### src/rtl/mdf_reservation_station_if.sv
// Dispatch, CDB and functional-unit signals of the mul/div/mod reservation station.
// The slave modport is the station's view; master is the surrounding core.
interface mdf_reservation_station_if #(
    parameter int TAG_W  = 4,
    parameter int DATA_W = 32,
    parameter int OP_W   = 2
);
    logic              issueEN;
    logic [OP_W-1:0]   issueOp;
    logic [TAG_W-1:0]  issueQj;
    logic [TAG_W-1:0]  issueQk;
    logic [DATA_W-1:0] issueVj;
    logic [DATA_W-1:0] issueVk;
    logic              full;
    logic [TAG_W-1:0]  issueTag;
    logic              cdbEN;
    logic [TAG_W-1:0]  cdbTag;
    logic [DATA_W-1:0] cdbData;
    logic              fuBusy;
    logic              fuDone;
    logic              fuEN;
    logic [OP_W-1:0]   fuOp;
    logic [DATA_W-1:0] fuData1;
    logic [DATA_W-1:0] fuData2;
    logic [TAG_W-1:0]  fuTag;

    modport master (
        output issueEN, issueOp, issueQj, issueQk, issueVj, issueVk,
        input  full, issueTag,
        output cdbEN, cdbTag, cdbData,
        output fuBusy, fuDone,
        input  fuEN, fuOp, fuData1, fuData2, fuTag
    );

    modport slave (
        input  issueEN, issueOp, issueQj, issueQk, issueVj, issueVk,
        output full, issueTag,
        input  cdbEN, cdbTag, cdbData,
        input  fuBusy, fuDone,
        output fuEN, fuOp, fuData1, fuData2, fuTag
    );
endinterface

### src/rtl/mdf_reservation_station.sv
// Tomasulo reservation station for the non-pipelined multiply/divide/mod unit:
// holds operands or producer tags, snoops the CDB, launches one ready entry at a time.
module mdf_reservation_station #(
    parameter int ENTRIES  = 3,
    parameter int TAG_W    = 4,
    parameter int DATA_W   = 32,
    parameter int OP_W     = 2,
    parameter int BASE_TAG = 4
) (
    input logic                     clk,
    input logic                     nRST,
    mdf_reservation_station_if.slave bus
);
    localparam int IDX_W = (ENTRIES > 1) ? $clog2(ENTRIES) : 1;

    typedef enum logic [1:0] {ST_FREE, ST_WAIT, ST_READY, ST_EXEC} ent_state_t;

    ent_state_t        state_q [ENTRIES];
    ent_state_t        state_d [ENTRIES];
    logic [OP_W-1:0]   op_q    [ENTRIES];
    logic [OP_W-1:0]   op_d    [ENTRIES];
    logic [TAG_W-1:0]  qj_q    [ENTRIES];
    logic [TAG_W-1:0]  qj_d    [ENTRIES];
    logic [TAG_W-1:0]  qk_q    [ENTRIES];
    logic [TAG_W-1:0]  qk_d    [ENTRIES];
    logic [DATA_W-1:0] vj_q    [ENTRIES];
    logic [DATA_W-1:0] vj_d    [ENTRIES];
    logic [DATA_W-1:0] vk_q    [ENTRIES];
    logic [DATA_W-1:0] vk_d    [ENTRIES];

    logic             full_q;
    logic             has_free, has_ready, exec_any, any_free_d;
    logic [IDX_W-1:0] free_idx, ready_idx;
    logic             issue_go, launch_go;
    logic             byp_j, byp_k;
    logic [TAG_W-1:0]  iss_qj, iss_qk;
    logic [DATA_W-1:0] iss_vj, iss_vk;

    function automatic logic [TAG_W-1:0] entry_tag(input int idx);
        return TAG_W'(BASE_TAG + idx);
    endfunction

    // Priority scan: descending loop leaves the lowest matching index.
    always_comb begin
        has_free  = 1'b0;
        has_ready = 1'b0;
        exec_any  = 1'b0;
        free_idx  = '0;
        ready_idx = '0;
        for (int i = ENTRIES - 1; i >= 0; i--) begin
            if (state_q[i] == ST_FREE) begin
                has_free = 1'b1;
                free_idx = IDX_W'(i);
            end
            if (state_q[i] == ST_READY) begin
                has_ready = 1'b1;
                ready_idx = IDX_W'(i);
            end
            if (state_q[i] == ST_EXEC) exec_any = 1'b1;
        end
    end

    assign bus.issueTag = has_free ? entry_tag(int'(free_idx)) : '0;
    assign bus.full     = full_q;

    assign issue_go  = bus.issueEN && !full_q;
    assign launch_go = !exec_any && !bus.fuBusy && has_ready;

    // A broadcast in the dispatch cycle supplies the operand directly.
    assign byp_j  = bus.cdbEN && (bus.issueQj != '0) && (bus.cdbTag == bus.issueQj);
    assign byp_k  = bus.cdbEN && (bus.issueQk != '0) && (bus.cdbTag == bus.issueQk);
    assign iss_qj = byp_j ? '0 : bus.issueQj;
    assign iss_qk = byp_k ? '0 : bus.issueQk;
    assign iss_vj = byp_j ? bus.cdbData : bus.issueVj;
    assign iss_vk = byp_k ? bus.cdbData : bus.issueVk;

    always_comb begin
        logic cap_j, cap_k;
        cap_j      = 1'b0;
        cap_k      = 1'b0;
        any_free_d = 1'b0;
        for (int i = 0; i < ENTRIES; i++) begin
            state_d[i] = state_q[i];
            op_d[i]    = op_q[i];
            qj_d[i]    = qj_q[i];
            qk_d[i]    = qk_q[i];
            vj_d[i]    = vj_q[i];
            vk_d[i]    = vk_q[i];
            cap_j      = 1'b0;
            cap_k      = 1'b0;
            case (state_q[i])
                ST_FREE: begin
                    if (issue_go && (free_idx == IDX_W'(i))) begin
                        op_d[i]    = bus.issueOp;
                        qj_d[i]    = iss_qj;
                        qk_d[i]    = iss_qk;
                        vj_d[i]    = iss_vj;
                        vk_d[i]    = iss_vk;
                        state_d[i] = (iss_qj == '0 && iss_qk == '0) ? ST_READY : ST_WAIT;
                    end
                end
                ST_WAIT: begin
                    cap_j = bus.cdbEN && (qj_q[i] != '0) && (qj_q[i] == bus.cdbTag);
                    cap_k = bus.cdbEN && (qk_q[i] != '0) && (qk_q[i] == bus.cdbTag);
                    if (cap_j) begin
                        qj_d[i] = '0;
                        vj_d[i] = bus.cdbData;
                    end
                    if (cap_k) begin
                        qk_d[i] = '0;
                        vk_d[i] = bus.cdbData;
                    end
                    if (qj_d[i] == '0 && qk_d[i] == '0) state_d[i] = ST_READY;
                end
                ST_READY: begin
                    if (launch_go && (ready_idx == IDX_W'(i))) state_d[i] = ST_EXEC;
                end
                ST_EXEC: begin
                    if (bus.fuDone) state_d[i] = ST_FREE;
                end
                default: state_d[i] = ST_FREE;
            endcase
            if (state_d[i] == ST_FREE) any_free_d = 1'b1;
        end
    end

    // Control state and launch registers.
    always_ff @(posedge clk or negedge nRST) begin
        if (!nRST) begin
            for (int i = 0; i < ENTRIES; i++) state_q[i] <= ST_FREE;
            full_q      <= 1'b0;
            bus.fuEN    <= 1'b0;
            bus.fuOp    <= '0;
            bus.fuData1 <= '0;
            bus.fuData2 <= '0;
            bus.fuTag   <= '0;
        end else begin
            for (int i = 0; i < ENTRIES; i++) state_q[i] <= state_d[i];
            full_q   <= !any_free_d;
            bus.fuEN <= launch_go;
            if (launch_go) begin
                bus.fuOp    <= op_q[ready_idx];
                bus.fuData1 <= vj_q[ready_idx];
                bus.fuData2 <= vk_q[ready_idx];
                bus.fuTag   <= entry_tag(int'(ready_idx));
            end else if (bus.fuDone && exec_any) begin
                bus.fuTag <= '0;
            end
        end
    end

    // Operand storage is only meaningful while its entry is allocated.
    always_ff @(posedge clk) begin
        for (int i = 0; i < ENTRIES; i++) begin
            op_q[i] <= op_d[i];
            qj_q[i] <= qj_d[i];
            qk_q[i] <= qk_d[i];
            vj_q[i] <= vj_d[i];
            vk_q[i] <= vk_d[i];
        end
    end
endmodule

### src/flat_wrapper.sv
// flat-port wrapper written by rule: the top's interface ports become plain ports
module mdf_reservation_station_flat 
#(
    parameter int ENTRIES  = 3,
    parameter int TAG_W    = 4,
    parameter int DATA_W   = 32,
    parameter int OP_W     = 2,
    parameter int BASE_TAG = 4
)
  (clk, nRST, bus_issueEN, bus_issueOp, bus_issueQj, bus_issueQk, bus_issueVj, bus_issueVk, bus_full, bus_issueTag, bus_cdbEN, bus_cdbTag, bus_cdbData, bus_fuBusy, bus_fuDone, bus_fuEN, bus_fuOp, bus_fuData1, bus_fuData2, bus_fuTag);
  mdf_reservation_station_if #(.TAG_W(TAG_W), .DATA_W(DATA_W), .OP_W(OP_W)) bus_i ();
  input logic clk;
  input logic nRST;
  input wire logic [$bits(bus_i.issueEN)-1:0] bus_issueEN;
  input wire logic [$bits(bus_i.issueOp)-1:0] bus_issueOp;
  input wire logic [$bits(bus_i.issueQj)-1:0] bus_issueQj;
  input wire logic [$bits(bus_i.issueQk)-1:0] bus_issueQk;
  input wire logic [$bits(bus_i.issueVj)-1:0] bus_issueVj;
  input wire logic [$bits(bus_i.issueVk)-1:0] bus_issueVk;
  output wire logic [$bits(bus_i.full)-1:0] bus_full;
  output wire logic [$bits(bus_i.issueTag)-1:0] bus_issueTag;
  input wire logic [$bits(bus_i.cdbEN)-1:0] bus_cdbEN;
  input wire logic [$bits(bus_i.cdbTag)-1:0] bus_cdbTag;
  input wire logic [$bits(bus_i.cdbData)-1:0] bus_cdbData;
  input wire logic [$bits(bus_i.fuBusy)-1:0] bus_fuBusy;
  input wire logic [$bits(bus_i.fuDone)-1:0] bus_fuDone;
  output wire logic [$bits(bus_i.fuEN)-1:0] bus_fuEN;
  output wire logic [$bits(bus_i.fuOp)-1:0] bus_fuOp;
  output wire logic [$bits(bus_i.fuData1)-1:0] bus_fuData1;
  output wire logic [$bits(bus_i.fuData2)-1:0] bus_fuData2;
  output wire logic [$bits(bus_i.fuTag)-1:0] bus_fuTag;
  assign bus_i.issueEN = bus_issueEN;
  assign bus_i.issueOp = bus_issueOp;
  assign bus_i.issueQj = bus_issueQj;
  assign bus_i.issueQk = bus_issueQk;
  assign bus_i.issueVj = bus_issueVj;
  assign bus_i.issueVk = bus_issueVk;
  assign bus_full = bus_i.full;
  assign bus_issueTag = bus_i.issueTag;
  assign bus_i.cdbEN = bus_cdbEN;
  assign bus_i.cdbTag = bus_cdbTag;
  assign bus_i.cdbData = bus_cdbData;
  assign bus_i.fuBusy = bus_fuBusy;
  assign bus_i.fuDone = bus_fuDone;
  assign bus_fuEN = bus_i.fuEN;
  assign bus_fuOp = bus_i.fuOp;
  assign bus_fuData1 = bus_i.fuData1;
  assign bus_fuData2 = bus_i.fuData2;
  assign bus_fuTag = bus_i.fuTag;
  mdf_reservation_station #(.ENTRIES(ENTRIES), .TAG_W(TAG_W), .DATA_W(DATA_W), .OP_W(OP_W), .BASE_TAG(BASE_TAG)) u_core (.clk(clk), .nRST(nRST), .bus(bus_i));
endmodule
### config.mk
export PLATFORM = sky130hd
export DESIGN_NAME = mdf_reservation_station_flat
export DESIGN_NICKNAME = d
export VERILOG_FILES = /design/src/rtl/mdf_reservation_station_if.sv /design/src/rtl/mdf_reservation_station.sv /design/src/flat_wrapper.sv
export SDC_FILE = /design/constraint.sdc
export NUM_CORES = 1
export LEC_CHECK = 0
export BUFFER_PORTS_ARGS = -buffer_cell sky130_fd_sc_hd__buf_4
export CAP_MARGIN = 30
export CORE_MARGIN = 2
export CORE_UTILIZATION = 33
export CTS_CLUSTER_DIAMETER = 60
export DETAILED_ROUTE_END_ITERATION = 7
export SYNTH_ARGS = -nofsm -noshare
export SYNTH_HDL_FRONTEND = slang
export SYNTH_SLANG_ARGS = --single-unit
### constraint.sdc
create_clock -name clk -period 8.05 [get_ports clk]
set_input_delay 0 -clock clk [delete_from_list [all_inputs] [get_ports clk]]
set_output_delay 0 -clock clk [all_outputs]
set_load 0.01 [all_outputs]
==> Word-level counts from Yosys, hierarchy flattened <==
Memory sizes are Yosys's and may differ from the RTL's. A register that Yosys moved wholly into a read port is not among the register bits.
Cells that the tools add are included.
{ "totals": {"register_bits": 12, "ram_bits": 222, "elab_cells": 226, "mem_count": 5} }
{ "memory_table": {"columns": ["memory", "depth", "word_bits", "read_ports", "rd_clocked_by_memory_dff", "wr", "line_no", "rtl"], "rows": [
  ["u_core.vj_q", 3, 32, 1, 1, 3, "mdf_reservation_station.sv:26", "logic [DATA_W-1:0] vj_q [ENTRIES];"],
  ["u_core.vk_q", 3, 32, 1, 1, 3, "mdf_reservation_station.sv:28", "logic [DATA_W-1:0] vk_q [ENTRIES];"],
  ["u_core.qj_q", 3, 4, 3, 0, 3, "mdf_reservation_station.sv:22", "logic [TAG_W-1:0] qj_q [ENTRIES];"],
  ["u_core.qk_q", 3, 4, 3, 0, 3, "mdf_reservation_station.sv:24", "logic [TAG_W-1:0] qk_q [ENTRIES];"],
  ["u_core.op_q", 3, 2, 1, 1, 1, "mdf_reservation_station.sv:20", "logic [OP_W-1:0] op_q [ENTRIES];"]
]} }
{ "classes": {"add_sub_neg": 2, "eq_ne": 45, "n_mux": 95, "n_reduce_logical": 73} }
{ "ops": {"columns": ["operator", "count"], "rows": [
  ["32-bit two-way mux", 14],
  ["32-bit one-hot mux with 2 select lines", 6],
  ["4-bit two-way mux", 23],
  ["2-bit two-way mux", 29],
  ["4-bit one-hot mux with 2 select lines", 6],
  ["2-bit != test, second input constant", 21],
  ["4-bit == test", 8],
  ["4-bit zero test", 8],
  ["4-bit nonzero test", 8],
  ["1-bit logical AND", 30],
  ["2-bit one-hot mux with 4 select lines", 3],
  ["3-bit AND reduction", 6],
  ["2-bit == test, second input constant", 8],
  ["2-bit zero test", 8],
  ["1-bit two-way mux", 14],
  ["2-bit by 1-bit == test with 1-bit output, second input constant", 5],
  ["3-bit by 2-bit adder with 4-bit output, first input constant", 2],
  ["1-bit zero test", 7],
  ["2-bit AND reduction", 3],
  ["2-bit OR reduction", 2],
  ["1-bit != test, second input constant", 3],
  ["2-bit nonzero test", 1]
]} }

==> Logic depth before layout (Yosys ltp) <==
{ "logic_depth": {"word_depth": 15, "mapped_depth": 10} }

==> Worst setup path before layout <==
OpenSTA, ideal clock, no wires.
{ "synth_path": {"kind": "register -> register", "startpoint": "mem u_core.qj_q[2][3], in the netlist u_core.qj_q[0][11]", "endpoint": "mem u_core.vj_q[2][0], enable pin", "setup_time_ns": 0.466, "t_arrival_ns": 3.372, "required_ns": 7.584, "slack_ns": 4.213, "path_stages_with_launch": 5, "n_path_buf": 0, "cell_sequence": "edfxtp_1 -> xor2_1 -> nor4b_1 -> o21ai_0 -> o21ai_0"} }
{ "synth_rtl": {"columns": ["element", "line_no"], "rows": [
  ["start, declared", "mdf_reservation_station.sv:22"],
  ["end, declared", "mdf_reservation_station.sv:26"]
]} }

==> results.toml <==
[route]
vias_per_cell = 4.87
wirelength_um = 40100
route.vias.total = 10100
wl_per_cell_um = 19.3
detail_route.first_pass.iterations = 5
drc = 0
ant_nets = 0
drt_iter0_drc = 547

[die]
die_h_um = 214
die_area_mm2 = 0.0456
rows = 76
core_area_mm2 = 0.0433
initial_utilization = 0.335
die_w_um = 214
pin_count = 192

[global_route]
grtUsageTotal = 0.176
grt_pass1_vias = 10200
grt_first_pass_wirelength_um = 60100
grt_overflow = 0
grt_max_degree = 101
antenna_found_initial = 1

[power_and_ir_drop]
p_per_area_mw_per_mm2 = 367
leakage_nw = 7.99
vdd_drop_max_mv = 0.186

[critical_path]
r2r-start = "u_core.state_q[2]$_DFF_PN0_"
cp_data_required_time_ns = 8.35
crit_type = "reg -> reg"
start_kind = "flip-flop"
crit_arrival_ns = 3.30
startpoint = "u_core.state_q[2]$_DFF_PN0_"
worstPathMaxFanout = 17
end_kind = "flip-flop"

[min_path]
hp-start = "bus_issueQk[1]"
hold_path.class = "in -> reg"

[job]
maxCapViolations = 0

[final_layout]
diodes = 0
nets = 1579
synthToLayoutAreaGrowth_pct = 33.0
fillCellCount = 4026
layout_common_cells = "edfxtp_1 (222), buf_4 (200), mux2_2 (183)"
layout-drive-gt1-share = 0.316
final-seq-area_mm2 = 0.00859
multi_input_area_mm2 = 0.00544
final_common_cell = "edfxtp_1"

[synthesis]
synth_edf_count = 222
syn_area_mm2 = 0.0145
synthFlopType = "edfxtp_1"
synth_cell_types = 56
synthCells = 1136
yosysWarnings = 0
ys_ff_latch = 299
synth_seq_area_share = 0.593
ys_async_sr_fraction = 0.258
syn_avg_cell_area_um2 = 12.8

[sta]
fin_skew_ns = 0.0189
period_needed_ns = 3.00
slew_headroom = 0.309
post-route-period-util = 0.373
finalSetupViolCount = 0
clock.fmax_mhz = 333
hold_viol = 0
final.setup.tns_ns = 0
rsz0062_at_grt = "false"
fin_hold_ws_ns = 0.0384
slew_violations = 0
tightest_slew_ns = 1.03

[place]
gp_congestion = 0.790
portBuffers = 189
hpwl_um = 25400

[clocking]
clk_transition_reported_paths_ns = 0.06
clock_sinks = 299
worstSkewPairLatency_ns = 0.55
cts_tree = "yes"
cts_buffers = 37
ctsResizeCount = 0
root_buffer = "clkbuf_16"
clock_path_buffers = 3
cts_setup_buffers = 0
htreeDepth = 2
holdBufCountCts = 152

[run_status]
status = "finished, final reports clean"
==> final cells by class <==
class                      instances  area share
clock inverter                    20      0.0141
sequential                       299       0.446
tap                              585      0.0380
clock buffer                      48      0.0539
timing repair buffer             358       0.164
inverter                           9     0.00175
multi-input combinational        758       0.282
==> cells by family after synthesis <==
family,share of synthesized area
mux,0.195
buf+inv,0.0366
flops,0.593
other cells,0.000259
xor+xnor,0.0157
fa+ha+maj,0.000690
compound gates,0.0784
simple gates,0.0804
==> layer usage <==
metal,vias to the layer above,share of wire,track usage
met5,-,0.00017,0
met4,2,0.022,0.0472
met3,63,0.049,0.0353
met2,252,0.47,0.292
met1,4958,0.45,0.236
li1,4844,-,-
==> per-stage QoR <==
| stage | area (um^2) | util | total power, mW | instances | setup WS [ns] |
|---|---|---|---|---|---|
| 2_1_floorplan | 14500 | - | 4.31 | 1137 | 4.21 |
| 4_1_cts | 19300 | 0.445 | 7.16 | 2076 | 5.07 |
| 6_report | 19300 | 0.446 | 7.08 | 2077 | 5.05 |
| 5_1_grt | 19300 | 0.446 | 7.50 | 2077 | 4.92 |
| 3_5_place_dp | 16400 | 0.379 | 5.19 | 1856 | 5.14 |
| 3_3_place_gp | 16300 | 0.377 | 5.09 | 1851 | 4.95 |
==> Yosys cell counts, types with 2 or more instances <==
library cell / number / area share
mux2_1: 9 / 0.0070
mux2_2: 183 / 0.14
buf_2: 13 / 0.0045
a22o_1: 4 / 0.0024
dfrtp_1: 77 / 0.13
a21o_1: 3 / 0.0016
o211ai_1: 3 / 0.0016
o21ai_0: 85 / 0.029
buf_4: 9 / 0.0047
o22ai_1: 12 / 0.0052
and3_1: 2 / 0.00086
a21boi_0: 2 / 0.0010
xnor2_1: 18 / 0.011
a21oi_1: 13 / 0.0045
and2_1: 2 / 0.00086
nor2_1: 16 / 0.0041
nor2b_1: 9 / 0.0039
xor2_1: 8 / 0.0048
nor3_1: 13 / 0.0045
or2_2: 4 / 0.0017
nand2_1: 182 / 0.047
inv_1: 9 / 0.0023
edfxtp_1: 222 / 0.46
or3_1: 5 / 0.0022
nand4_1: 6 / 0.0026
mux2i_1: 67 / 0.046
buf_6: 24 / 0.019
nand3_1: 12 / 0.0041
buf_1: 6 / 0.0016
nor2_2: 2 / 0.00086
nor4_1: 2 / 0.00086
nand2b_1: 6 / 0.0026
nand2_4: 2 / 0.0016
clkbuf_1: 19 / 0.0049
o21ai_1: 64 / 0.022
o21ai_2: 3 / 0.0018
==> report_power, final <==
group | leakage, nW | switching (mW) | total (mW) | internal [mW]
registers | 3.02 | 0.259 | 2.67 | 2.41
logic | 4.33 | 1.40 | 2.62 | 1.22
clock network | 0.638 | 0.683 | 1.79 | 1.11
total | 7.99 | 2.34 | 7.08 | 4.74
==> state kept, by name (all words and copies together), names as in the netlist <==
name and cells:
u_core.qj_q 12, u_core.bus.full 1, u_core.vk_q 96, u_core.qk_q 12, u_core.bus.fuEN 1, u_core.bus.fuData2 32
u_core.bus.fuTag 3, u_core.state_q 6, u_core.bus.fuOp 2, u_core.op_q 6, u_core.bus.fuData1 32, u_core.vj_q 96
==> worst max-delay path, stage by stage (launching register included) <==
cell and delay (ns):
dfrtp_1 0.52, inv_1 0.19, o21ai_4 0.66, buf_4 0.45
mux2_2 0.38, dlygate4sd3_1 0.55
==> worst paths after layout <==
path	end	slack, ns	cells past startpoint
min	u_core.qk_q[0][1]$_DFFE_PP_	0.04	3
min in group asynchronous	u_core.bus.fuData2[10]$_DFFE_PN0P_	0.51	4
max in group asynchronous	u_core.bus.fuTag[2]$_DFFE_PN0P_	6.36	4
max reg2reg	u_core.vk_q[1][11]$_DFFE_PP_	5.05	5
max	u_core.vk_q[1][11]$_DFFE_PP_	5.05	5
min reg2reg	u_core.bus.fuData2[9]$_DFFE_PN0P_	0.49	2
Note: power is estimated with default switching activity, not from simulation.
